### config.mk
export PLATFORM = sky130hd
export DESIGN_NAME = l2_miss_queue_flat
export DESIGN_NICKNAME = d
export VERILOG_FILES = /design/src/rtl/l2_miss_queue_if.sv /design/src/rtl/l2_miss_queue.sv /design/src/flat_wrapper.sv
export SDC_FILE = /design/constraint.sdc
export NUM_CORES = 1
export LEC_CHECK = 0
export CAP_MARGIN = 15
export CORE_ASPECT_RATIO = 0.5
export CORE_MARGIN = 3
export CORE_UTILIZATION = 50
export CTS_BUF_LIST = sky130_fd_sc_hd__clkbuf_8
export CTS_CLUSTER_DIAMETER = 150
export CTS_CLUSTER_SIZE = 10
export DETAILED_ROUTE_END_ITERATION = 12
export MAX_ROUTING_LAYER = met4
export PLACE_DENSITY = 0.8
export SKIP_LAST_GASP = 1
export SLEW_MARGIN = 15
export SYNTH_ARGS = -nofsm -noshare
export SYNTH_HDL_FRONTEND = slang
export SYNTH_SLANG_ARGS = --single-unit
### constraint.sdc
create_clock -name clk -period 2.7 [get_ports clk]
set_input_delay 0.54 -clock clk [delete_from_list [all_inputs] [get_ports clk]]
set_output_delay 0.54 -clock clk [all_outputs]
set_load 0.03 [all_outputs]
### src/rtl/l2_miss_queue_if.sv
// Request, response and L2-side signal bundle for l2_miss_queue.
// The slave modport is the queue itself; the master modport is the requester/L2 side.
interface l2_miss_queue_if #(
    parameter int ADDR_WIDTH = 11,
    parameter int DATA_WIDTH = 32
);
    logic                  req_valid;
    logic                  req_ready;
    logic [ADDR_WIDTH-1:0] req_addr;
    logic                  resp_valid;
    logic                  resp_ready;
    logic [ADDR_WIDTH-1:0] resp_addr;
    logic                  resp_hit;
    logic [DATA_WIDTH-1:0] resp_data;
    logic                  l2_read;
    logic [ADDR_WIDTH-1:0] l2_addr;
    logic                  l2_hit;
    logic [DATA_WIDTH-1:0] l2_read_data;

    modport master (
        output req_valid, req_addr, resp_ready, l2_hit, l2_read_data,
        input  req_ready, resp_valid, resp_addr, resp_hit, resp_data, l2_read, l2_addr
    );

    modport slave (
        input  req_valid, req_addr, resp_ready, l2_hit, l2_read_data,
        output req_ready, resp_valid, resp_addr, resp_hit, resp_data, l2_read, l2_addr
    );
endinterface

### src/rtl/l2_miss_queue.sv
// L1-miss FIFO feeding a single-outstanding L2 lookup with a valid/ready response channel.
// Optional hit/miss counters are enabled with `define L2Q_STATS_EN.
module l2_miss_queue #(
    parameter int ADDR_WIDTH = 11,
    parameter int DATA_WIDTH = 32,
    parameter int DEPTH      = 4,
    parameter int L2_LAT     = 1
) (
    input  logic                         clk,
    input  logic                         rst,
    l2_miss_queue_if.slave               bus,
    output logic [$clog2(DEPTH+1)-1:0]   count
`ifdef L2Q_STATS_EN
    ,
    output logic [15:0]                  stat_hits,
    output logic [15:0]                  stat_misses
`endif
);
    localparam int PTR_W = $clog2(DEPTH);
    localparam int CNT_W = $clog2(DEPTH + 1);
    localparam int LAT_W = $clog2(L2_LAT + 1);

    typedef enum logic [1:0] {IDLE, ISSUE, WAIT, RESP} state_t;

    state_t                state;
    logic [ADDR_WIDTH-1:0] fifo_mem [DEPTH];
    logic [PTR_W-1:0]      wr_ptr;
    logic [PTR_W-1:0]      rd_ptr;
    logic [ADDR_WIDTH-1:0] inflight_addr;
    logic [LAT_W-1:0]      wait_cnt;
    logic                  l2_read_q;
    logic                  resp_valid_q;
    logic                  resp_hit_q;
    logic [DATA_WIDTH-1:0] resp_data_q;
    logic                  push;
    logic                  pop;
    logic                  sample;

    function automatic logic [15:0] sat_inc(input logic [15:0] v);
        return (v == 16'hFFFF) ? v : v + 16'd1;
    endfunction

    // Ready comes from the registered count, so a full FIFO rejects a push even while popping.
    assign bus.req_ready  = (count != CNT_W'(DEPTH));
    assign push           = bus.req_valid && bus.req_ready;
    assign pop            = (state == IDLE) && (count != '0);
    assign sample         = (state == WAIT) && (wait_cnt == LAT_W'(1));

    assign bus.l2_read    = l2_read_q;
    assign bus.l2_addr    = inflight_addr;
    assign bus.resp_addr  = inflight_addr;
    assign bus.resp_valid = resp_valid_q;
    assign bus.resp_hit   = resp_hit_q;
    assign bus.resp_data  = resp_data_q;

    always_ff @(posedge clk) begin
        if (push) fifo_mem[wr_ptr] <= bus.req_addr;
    end

    always_ff @(posedge clk or negedge rst) begin
        if (!rst) begin
            wr_ptr <= '0;
            rd_ptr <= '0;
            count  <= '0;
        end else begin
            if (push) wr_ptr <= wr_ptr + PTR_W'(1);
            if (pop)  rd_ptr <= rd_ptr + PTR_W'(1);
            count <= count + CNT_W'(push) - CNT_W'(pop);
        end
    end

    always_ff @(posedge clk or negedge rst) begin
        if (!rst) begin
            state         <= IDLE;
            inflight_addr <= '0;
            wait_cnt      <= '0;
            l2_read_q     <= 1'b0;
            resp_valid_q  <= 1'b0;
            resp_hit_q    <= 1'b0;
            resp_data_q   <= '0;
        end else begin
            case (state)
                IDLE: begin
                    if (pop) begin
                        inflight_addr <= fifo_mem[rd_ptr];
                        l2_read_q     <= 1'b1;
                        state         <= ISSUE;
                    end
                end
                ISSUE: begin
                    l2_read_q <= 1'b0;
                    wait_cnt  <= LAT_W'(L2_LAT);
                    state     <= WAIT;
                end
                WAIT: begin
                    if (sample) begin
                        resp_hit_q   <= bus.l2_hit;
                        resp_data_q  <= bus.l2_read_data;
                        resp_valid_q <= 1'b1;
                        state        <= RESP;
                    end else begin
                        wait_cnt <= wait_cnt - LAT_W'(1);
                    end
                end
                RESP: begin
                    if (bus.resp_ready) begin
                        resp_valid_q <= 1'b0;
                        state        <= IDLE;
                    end
                end
                default: state <= IDLE;
            endcase
        end
    end

`ifdef L2Q_STATS_EN
    always_ff @(posedge clk or negedge rst) begin
        if (!rst) begin
            stat_hits   <= '0;
            stat_misses <= '0;
        end else if (sample) begin
            if (bus.l2_hit) stat_hits   <= sat_inc(stat_hits);
            else            stat_misses <= sat_inc(stat_misses);
        end
    end
`endif
endmodule

### src/flat_wrapper.sv
// flat-port wrapper written by rule: the top's interface ports become plain ports
module l2_miss_queue_flat 
#(
    parameter int ADDR_WIDTH = 11,
    parameter int DATA_WIDTH = 32,
    parameter int DEPTH      = 4,
    parameter int L2_LAT     = 1
)
  (clk, rst, count, bus_req_valid, bus_req_addr, bus_resp_ready, bus_l2_hit, bus_l2_read_data, bus_req_ready, bus_resp_valid, bus_resp_addr, bus_resp_hit, bus_resp_data, bus_l2_read, bus_l2_addr);
  l2_miss_queue_if #(.ADDR_WIDTH(ADDR_WIDTH), .DATA_WIDTH(DATA_WIDTH)) bus_i ();
  input  logic clk;
  input  logic rst;
  output logic [$clog2(DEPTH+1)-1:0] count;
  input wire logic [$bits(bus_i.req_valid)-1:0] bus_req_valid;
  input wire logic [$bits(bus_i.req_addr)-1:0] bus_req_addr;
  input wire logic [$bits(bus_i.resp_ready)-1:0] bus_resp_ready;
  input wire logic [$bits(bus_i.l2_hit)-1:0] bus_l2_hit;
  input wire logic [$bits(bus_i.l2_read_data)-1:0] bus_l2_read_data;
  output wire logic [$bits(bus_i.req_ready)-1:0] bus_req_ready;
  output wire logic [$bits(bus_i.resp_valid)-1:0] bus_resp_valid;
  output wire logic [$bits(bus_i.resp_addr)-1:0] bus_resp_addr;
  output wire logic [$bits(bus_i.resp_hit)-1:0] bus_resp_hit;
  output wire logic [$bits(bus_i.resp_data)-1:0] bus_resp_data;
  output wire logic [$bits(bus_i.l2_read)-1:0] bus_l2_read;
  output wire logic [$bits(bus_i.l2_addr)-1:0] bus_l2_addr;
  assign bus_i.req_valid = bus_req_valid;
  assign bus_i.req_addr = bus_req_addr;
  assign bus_i.resp_ready = bus_resp_ready;
  assign bus_i.l2_hit = bus_l2_hit;
  assign bus_i.l2_read_data = bus_l2_read_data;
  assign bus_req_ready = bus_i.req_ready;
  assign bus_resp_valid = bus_i.resp_valid;
  assign bus_resp_addr = bus_i.resp_addr;
  assign bus_resp_hit = bus_i.resp_hit;
  assign bus_resp_data = bus_i.resp_data;
  assign bus_l2_read = bus_i.l2_read;
  assign bus_l2_addr = bus_i.l2_addr;
  l2_miss_queue #(.ADDR_WIDTH(ADDR_WIDTH), .DATA_WIDTH(DATA_WIDTH), .DEPTH(DEPTH), .L2_LAT(L2_LAT)) u_core (.clk(clk), .rst(rst), .bus(bus_i), .count(count));
endmodule
==> metrics.txt <==
status finished clean; post-cts resize count 0; DIE WIDTH 133 µm; CTS clk-pin slew, worst paths 0.09 ns; hpwl dp 5390 µm; IO Count 109; via count 2,243; first-pass GRT wire length 12,500 µm; Slew @ Worst Pin 0.730 ns; initial antenna violation count 0; WL/cell 15.9 µm; H-Tree Depth 3; final worst-path cycle share 87.9%; TritonCTS clock tree done; # Post-CTS Setup Buffers 0; max-slew violations 0; CP arrival 2.61 ns; Num CTS Buffers 9; TritonRoute pass-1 iters 4; final hold vios 0; TNS Setup 0 ns; Routed Wire Length 7350 µm; Synth Area in Compound Gates 1.47%; maximum clock rate 422 MHz; deepest clock path buffer count 2; share of layout cells above drive strength 1 18.6%; synthesized area 4010 µm²; DR vias/cell 4.84; number of global-route vias before repair 2,441; input/output buffers 108; register area 2720 µm²; Post-Synth Adder-Cell Area 3.93%; row count 22; largest family of logic cells by synthesized area multiplexers; post-synthesis sequential area ratio 67.8%; Leakage 0.00213 µW; Worst-Skew Late Latency 0.35 ns; root buffer cell clkbuf_8; Die Y 69.4 µm; DRC violation count after routing 0; Final Cell Area 5330 µm²; Critical Path RT 2.93 ns; switching power 2680 µW; Comb pwr share 48.7%; Cell variety after synth 26; Syn Area/Cell 16.3 µm²; Power Density 1280 nW/µm²; largest net degree at the start of global routing 57; Crit Path Class flop to flop; Max Cap Viol 0; CP Max Fanout 14; Startpoint Class flop; multi-input logic area 1120 µm²; commonest non-fill, non-tap cell in the layout clkdlybuf4s50_1; initial core utilization 53.2%; ANT nets after route 0; nets@finish 410; net count after synthesis 306; Clock Sinks 100; fin crit period 2.37 ns; Int Pwr 4160 µW; GP Congestion 0.708; Synth Area in XOR/XNOR 1.09%; Worst VDD drop 0.476 mV; crit end category flop; highest-count cells in the layout ignoring fill and taps 107 x clkdlybuf4s50_1, 56 x dfrtp_1, 44 x edfxtp_1; Relative slew margins 51.3%; Sequential Power Share 37.5%; cts hold-fix bufs 0; #FFs+latches synth 100; Clk network pwr share 13.8%; switch share 39.1%; gr usage total 17.8%; gr ovfl total 0; Clock Skew 0.00765 ns; P&R area growth vs syn 32.9%; DIE AREA 9200 µm²; placed cell areas 5130 µm²; post-synthesis mux area share 16.5%; Starting DRT DRC Count 109; antenna cells 0; Ys Warns 0; Worst Hold Class primary input to async pin; RSZ-0062 raised after global routing no; core area 7540 µm²; Synth Instances 246; Synth Area in Simple Gates 4.93%; final setup violation count 0; FILL cells 516
## metrics by stage
stage,power [µW],utilization [%],std cells,hold slack [ns],setup slack (ns)
floorplan,4750,-,246,0.244,0.244
detailed placement,5980,68.0,447,0.493,0.332
global route,7270,70.7,463,0.171,0.105
finish,6840,70.7,463,0.169,0.328
CTS,6930,70.7,463,0.158,0.314
global placement,5830,68.0,447,0.486,0.401
## synthesized netlist by cell type, drive strengths merged
cell type | instances | area share (%)
nand2 | 37 | 3.5
mux4 | 11 | 6.5
mux2 | 35 | 9.8
xnor2 | 5 | 1.1
mux2i | 1 | 0.25
inv | 10 | 0.94
nor2b | 1 | 0.16
o31ai | 1 | 0.31
a21boi | 1 | 0.28
nor3 | 1 | 0.25
fa | 1 | 0.50
buf | 18 | 3.3
edfxtp | 44 | 33
ha | 11 | 3.4
and2 | 4 | 0.62
dfrtp | 56 | 35
o21ai | 2 | 0.25
a21oi | 2 | 0.25
nor2 | 3 | 0.28
a221oi | 1 | 0.37
or3 | 1 | 0.16
## power groups by stage
stage	registers [µW]	clock network, µW	logic [µW]
floorplan	3210	0	1540
global placement	2560	0	3270
detailed placement	2600	0	3370
CTS	2570	985	3380
global route	2640	1060	3570
finish	2560	944	3330
## cell families after synthesis
kind of cell             Yosys count
buffers and inverters             28
adder cells (fa/ha/maj)           12
AO/OA/AOI/OAI                      7
multiplexers                      47
flip-flops                       100
XOR/XNOR                           5
AND/OR/NAND/NOR                   47
## state kept, by name, indices dropped and copies added, names as in the netlist, 2 cells and up
| signal | flops |
|---|---|
| u_core.bus.l2_addr | 11 |
| u_core.bus.resp_data | 32 |
| u_core.count | 3 |
| u_core.fifo_mem | 44 |
| u_core.rd_ptr | 2 |
| u_core.state | 2 |
| u_core.wr_ptr | 2 |
## final timing paths
check | start | to | slack, ns | cells past startpoint
worst min-delay path | rst | u_core.count[0] | 0.17 | 2
worst max register to register | u_core.state[0] | u_core.count[2] | 0.33 | 11
min in group clk | u_core.bus.resp_data[12] | u_core.bus.resp_data[12] | 0.51 | 1
max in group asynchronous | rst | u_core.bus.resp_data[31] | 2.28 | 2
worst max-delay path | u_core.state[0] | u_core.count[2] | 0.33 | 11
worst min register to register | u_core.bus.resp_data[12] | u_core.bus.resp_data[12] | 0.51 | 1
## routing by layer
layer	track usage (%)	share of wire [%]	up-vias	wire length, µm
li1	-	-	1062	-
met1	20.6	41	1110	3020
met2	31.3	52	65	3850
met3	4.71	5.2	6	381
met4	4.95	1.2	0	91
met5	-	0	-	0
## layout make-up
cell class	instances	area share, %
Sequential cell	100	51.1
Multi-Input combinational cell	118	21.0
Timing Repair Buffer	111	20.8
Tap cell	108	2.53
Clock buffer	9	2.32
Clock inverter	7	1.53
Inverter	10	0.704
## critical path: stages, from the launching register on
cell and delay, ns:
dfrtp_1 0.41, inv_1 0.14, ha_1 0.25, o31ai_2 0.11, inv_2 0.19, ha_1 0.27
inv_1 0.06, ha_1 0.13, inv_1 0.05, fa_1 0.37, xnor2_1 0.15, xnor2_1 0.13
Note: power is estimated with default switching activity, not from simulation.
